<file path="config.mk">
export PLATFORM = sky130hd
export DESIGN_NAME = cpu_phase_sequencer
export DESIGN_NICKNAME = d
export VERILOG_FILES = /design/src/rtl/cpu_phase_sequencer.sv
export SDC_FILE = /design/constraint.sdc
export NUM_CORES = 1
export LEC_CHECK = 0
export BUFFER_PORTS_ARGS = -buffer_cell sky130_fd_sc_hd__buf_2
export CORE_ASPECT_RATIO = 0.9
export CORE_UTILIZATION = 45
export CTS_CLUSTER_DIAMETER = 200
export CTS_CLUSTER_SIZE = 28
export DETAILED_ROUTE_END_ITERATION = 8
export PLACE_DENSITY = 0.8
export SLEW_MARGIN = 20
export SYNTH_ARGS = -nofsm -noshare
export SYNTH_HDL_FRONTEND = slang
export SYNTH_SLANG_ARGS = --single-unit
</file>
<file path="constraint.sdc">
create_clock -name clk -period 2.2 [get_ports clk]
set_input_delay 0.22 -clock clk [delete_from_list [all_inputs] [get_ports clk]]
set_output_delay 0.22 -clock clk [all_outputs]
set_load 0.01 [all_outputs]
</file>
<file path="src/rtl/cpu_phase_sequencer.sv">
// cpu_phase_sequencer
//   Multi-cycle instruction sequencer. Owns the program counter and steps
//   NUM_PHASES execution phases per instruction (default: fetch, register
//   read, memory, writeback). Handles stall, condition-fail skip, flush,
//   branch/link redirect and keeps wrapping retire/skip counters.
//
// Ports
//   clk            in   rising-edge clock
//   nreset         in   asynchronous active-low reset
//   stall          in   hold current phase, nothing advances
//   flush          in   abort current instruction, return to phase 0
//   cond_pass      in   condition result, only looked at in phase 1
//   branch_valid   in   take branch_target at commit
//   branch_target  in   next PC when the branch is taken
//   link_en        in   branch-and-link: request return-address write
//   pc             out  current instruction address (registered)
//   phase          out  current phase index (registered)
//   phase_en       out  one-hot of phase (registered)
//   commit         out  instruction completes this cycle (combinational)
//   link_we        out  write link_addr to R14 this cycle (combinational)
//   link_addr      out  pc + PC_STEP, wrapping (combinational)
//   retired_count  out  committed instructions, wraps
//   skipped_count  out  condition-failed instructions, wraps
module cpu_phase_sequencer #(
    parameter int                ADDR_W     = 32,
    parameter int                PC_STEP    = 4,
    parameter int                NUM_PHASES = 4,
    parameter logic [ADDR_W-1:0] RESET_PC   = '0,
    parameter int                CNT_W      = 16,
    localparam int               PH_W       = (NUM_PHASES > 2) ? $clog2(NUM_PHASES) : 1
) (
    input  logic              clk,
    input  logic              nreset,
    input  logic              stall,
    input  logic              flush,
    input  logic              cond_pass,
    input  logic              branch_valid,
    input  logic [ADDR_W-1:0] branch_target,
    input  logic              link_en,
    output logic [ADDR_W-1:0] pc,
    output logic [PH_W-1:0]   phase,
    output logic [NUM_PHASES-1:0] phase_en,
    output logic              commit,
    output logic              link_we,
    output logic [ADDR_W-1:0] link_addr,
    output logic [CNT_W-1:0]  retired_count,
    output logic [CNT_W-1:0]  skipped_count
);

    localparam logic [ADDR_W-1:0]     STEP      = ADDR_W'(PC_STEP);
    localparam logic [PH_W-1:0]       LAST_PH   = PH_W'(NUM_PHASES - 1);
    localparam logic [PH_W-1:0]       COND_PH   = PH_W'(1);
    localparam logic [NUM_PHASES-1:0] PH0_ONEHOT = NUM_PHASES'(1);

    // One action per edge, resolved in priority order.
    typedef enum logic [2:0] {
        ACT_ADVANCE,
        ACT_COMMIT,
        ACT_SKIP,
        ACT_STALL,
        ACT_FLUSH
    } act_e;

    act_e                  act;
    logic [ADDR_W-1:0]     pc_q,       pc_d;
    logic [PH_W-1:0]       phase_q,    phase_d;
    logic [NUM_PHASES-1:0] phase_en_q, phase_en_d;
    logic [CNT_W-1:0]      retired_q,  retired_d;
    logic [CNT_W-1:0]      skipped_q,  skipped_d;
    logic [ADDR_W-1:0]     pc_inc;

    assign pc_inc = pc_q + STEP;

    always_comb begin
        act = ACT_ADVANCE;
        if (flush)
            act = ACT_FLUSH;
        else if (stall)
            act = ACT_STALL;
        // Skip is checked before commit so it still wins when phase 1 is
        // also the last phase.
        else if (phase_q == COND_PH && !cond_pass)
            act = ACT_SKIP;
        else if (phase_q == LAST_PH)
            act = ACT_COMMIT;
    end

    always_comb begin
        pc_d       = pc_q;
        phase_d    = phase_q;
        phase_en_d = phase_en_q;
        retired_d  = retired_q;
        skipped_d  = skipped_q;
        case (act)
            ACT_FLUSH: begin
                phase_d    = '0;
                phase_en_d = PH0_ONEHOT;
            end
            ACT_STALL: ;
            ACT_SKIP: begin
                phase_d    = '0;
                phase_en_d = PH0_ONEHOT;
                pc_d       = pc_inc;
                skipped_d  = skipped_q + CNT_W'(1);
            end
            ACT_COMMIT: begin
                phase_d    = '0;
                phase_en_d = PH0_ONEHOT;
                pc_d       = branch_valid ? branch_target : pc_inc;
                retired_d  = retired_q + CNT_W'(1);
            end
            default: begin
                // Only reached below the last phase, so the shift stays one-hot.
                phase_d    = phase_q + PH_W'(1);
                phase_en_d = phase_en_q << 1;
            end
        endcase
    end

    always_ff @(posedge clk or negedge nreset) begin
        if (!nreset) begin
            pc_q       <= RESET_PC;
            phase_q    <= '0;
            phase_en_q <= PH0_ONEHOT;
            retired_q  <= '0;
            skipped_q  <= '0;
        end else begin
            pc_q       <= pc_d;
            phase_q    <= phase_d;
            phase_en_q <= phase_en_d;
            retired_q  <= retired_d;
            skipped_q  <= skipped_d;
        end
    end

    // Reset is combined in so commit/link_we stay low while nreset is held.
    assign commit        = nreset && (act == ACT_COMMIT);
    assign link_we       = commit && branch_valid && link_en;
    assign link_addr     = pc_inc;
    assign pc            = pc_q;
    assign phase         = phase_q;
    assign phase_en      = phase_en_q;
    assign retired_count = retired_q;
    assign skipped_count = skipped_q;

endmodule

</file>
==> run metrics <==
status finished, violations left; failing checks DRC, setup timing; Detail Placement HPWL ~8.6 mm; Register Area around 0.0018 mm²; PwrDens between 500 and 600 mW/mm²; chip height 93.7 µm; sw frac 0.286; Reg clk slew, reported paths approximately 0.070 ns; Cell variety after synth between 50 and 60; Yosys top cell area share 0.411; starting DRC count in detailed routing 373; total grt overflow 0; Synth-to-Final Area Change 41.8%; post-layout min period ~2.3 ns; total power 3180 µW; Detailed Routing Iterations Pass 1 7; CP endpoint kind output port; Ys Warns 0; starting density of the core 0.463; Die ar. ~0.0097 mm²; Mapped Nets between 400 and 500; internal power ~2300 µW; GRT Overall Usage 0.259; PnR worst setup slack -0.140 ns; Post-Place Setup Slack 0.106 ns; Synth Instances 449; fill count about 750; Final Slew Violations 0; vias in the first global route about 4,000; Vias ~4,400; crit path DAT between 2 and 2.5 ns; worst hold slack around 0.073 ns; min-delay worst type in2reg; footprint of the multi-input gates between 0.002 and 0.0025 mm²; root buffer cell clkbuf_8; largest net degree at the start of global routing 43; CP Max Fanout 3; maximum clock rate 427 MHz; clk_skew approximately 0.014 ns; R2R setup slack around 0.080 ns; RSZ-0062 raised after global routing yes; GP Congestion about 0.90; Worst Setup Start Kind flip-flop; Clock Latency Late Sink between 0.3 and 0.4 ns; DR WL/cell 16.9 µm; Rel. slew slack 0.641; CTS Buffer Depth 2; Yosys top cell by area dfrtp_1; Mean Syn Cell Area about 9.4 µm²; most frequent cell after synthesis dfrtp_1; htree depth 3; clock group share of total power 0.364; Max Cap Viol 0; remaining antenna violation count 0; switching power roughly 910 µW; PortBufs 142; combinational group share of total power 0.185; part of the cycle the worst path needs 1.06; Finished Core Util 0.656; initial antenna violation count 0; CTS tree built; clk sink count 70; Crit Path Category reg2out; top cells by area, synth dfrtp_1 41%, xnor2_1 8.5%, nand4_1 4.2%, nand2_1 3.8%, xor2_1 3.8%; DRT Wirelength approximately 13 mm; share of power burned in registers 0.451; Site Rows 33; CP required about 2 ns; chip width around 100 µm; mapped cell area ~0.0042 mm²; commonest cells in the netlist 69 x dfrtp_1, 43 x nand2_1, 41 x xnor2_1; Async SR Flop Fraction 1.00; Seq cells post-synth 70; global-route wire length before repair 19.9 mm; P_leak between 0.003 and 0.004 µW; Vias per Instance between 5 and 6; Post-synth EDFFs 0; total CTS buffers 9; Least-Margin Pin Slew 0.539 ns; Ant. Diodes 0; Core Area 0.00908 mm²; Final Hold Viols 0; Top Ports between 100 and 150; Remaining DRCs 2; top_reg_cell synth dfrtp_1; register area share after synthesis 0.417; Final Setup Violations 13; nets just under 700; worst vdd ir between 0.3 and 0.4 mV; layout cell share with drive strength beyond 1 0.445; setup tns final -0.697 ns
critical path, stage by stage, from the launching register on:
cell	delay, ns
dfrtp_1	0.39
buf_4	0.14
nand4_1	0.19
or4_4	0.52
or2_4	0.27
xnor2_1	0.13
buf_2	0.15
metal layers:
metal,global-route usage,up-vias,routed length [µm]
met5,0,-,0
met2,0.420,218,6310
met3,0.0506,22,1000
met1,0.341,2159,5590
met4,0.106,0,207
li1,-,2028,-
registers in the layout (all words and copies together), names as in the netlist:
| register | flops |
|---|---|
| retired_count | 16 |
| phase_en | 4 |
| skipped_count | 16 |
| pc | 32 |
| phase | 2 |
cell usage in the layout, fill, tap and decap left out, drive strengths merged, types with 5 or more instances in the layout:
cell type / Yosys / final
nand4: 29 / 29
inv: 8 / 8
a2bb2oi: 7 / 7
o311ai: 5 / 5
nand3: 32 / 32
a22oi: 11 / 11
nand2: 43 / 43
nor2: 22 / 22
clkbuf: 29 / 11
or2: 6 / 6
dfrtp: 69 / 69
or3: 5 / 5
and3: 17 / 17
and4: 6 / 6
o22ai: 7 / 7
o21ai: 8 / 8
a21oi: 24 / 24
xor2: 18 / 18
nor3: 6 / 6
buf: 7 / 224
ha: 5 / 5
xnor2: 41 / 41
worst paths after layout:
| check | endpoint | cells after the start | startpoint |
|---|---|---|---|
| max | link_addr[20] | 6 | pc[6]$_DFFE_PN0P_ |
| min | pc[0]$_DFFE_PN0P_ | 3 | branch_target[0] |
| max reg2reg | pc[20]$_DFFE_PN0P_ | 7 | pc[6]$_DFFE_PN0P_ |
| min reg2reg | skipped_count[15]$_DFFE_PN0N_ | 1 | skipped_count[15]$_DFFE_PN0N_ |
| max in group asynchronous | pc[5]$_DFFE_PN0P_ | 3 | nreset |
| min in group asynchronous | pc[17]$_DFFE_PN0P_ | 2 | nreset |
through the flow:
step                cells  cell area [µm²]
floorplan             449             4210
global placement      705             5100
detailed placement    705             5100
CTS                   751             5670
global route          776             5960
finish                776             5960
power groups by stage:
stage               Sequential [µW]  Clock [µW]  Combinational (µW)
floorplan                      1470           0                 221
global placement               1440           0                 493
detailed placement             1450           0                 499
CTS                            1430        1170                 546
global route                   1440        1220                 644
finish                         1430        1160                 589
area by class of cell:
class,count,area share
clock buffers,11,0.0220
flip-flops and latches,70,0.296
inverters,8,0.00504
clock inverters,5,0.0141
repair buffers,226,0.241
well taps,122,0.0256
multi-input cells,334,0.396
logic make-up after synthesis:
group	count (synthesis)	share of synthesized area
simple gates	184	0.242
buf+inv	45	0.0604
xor+xnor	59	0.123
flops	70	0.417
compound gates	82	0.133
mux	4	0.00982
fa+ha+maj	5	0.0149
what timing repair did:
item                                    CTS  global route
endpoints found under the setup margin   18            22
hold buffers                              1             0
pin swaps                                10             7
hold endpoints to repair                 28             0
buffers inserted                         28            25
resized for setup                        29            23
cloned                                    1             0
(Power assumes the default switching activity.)
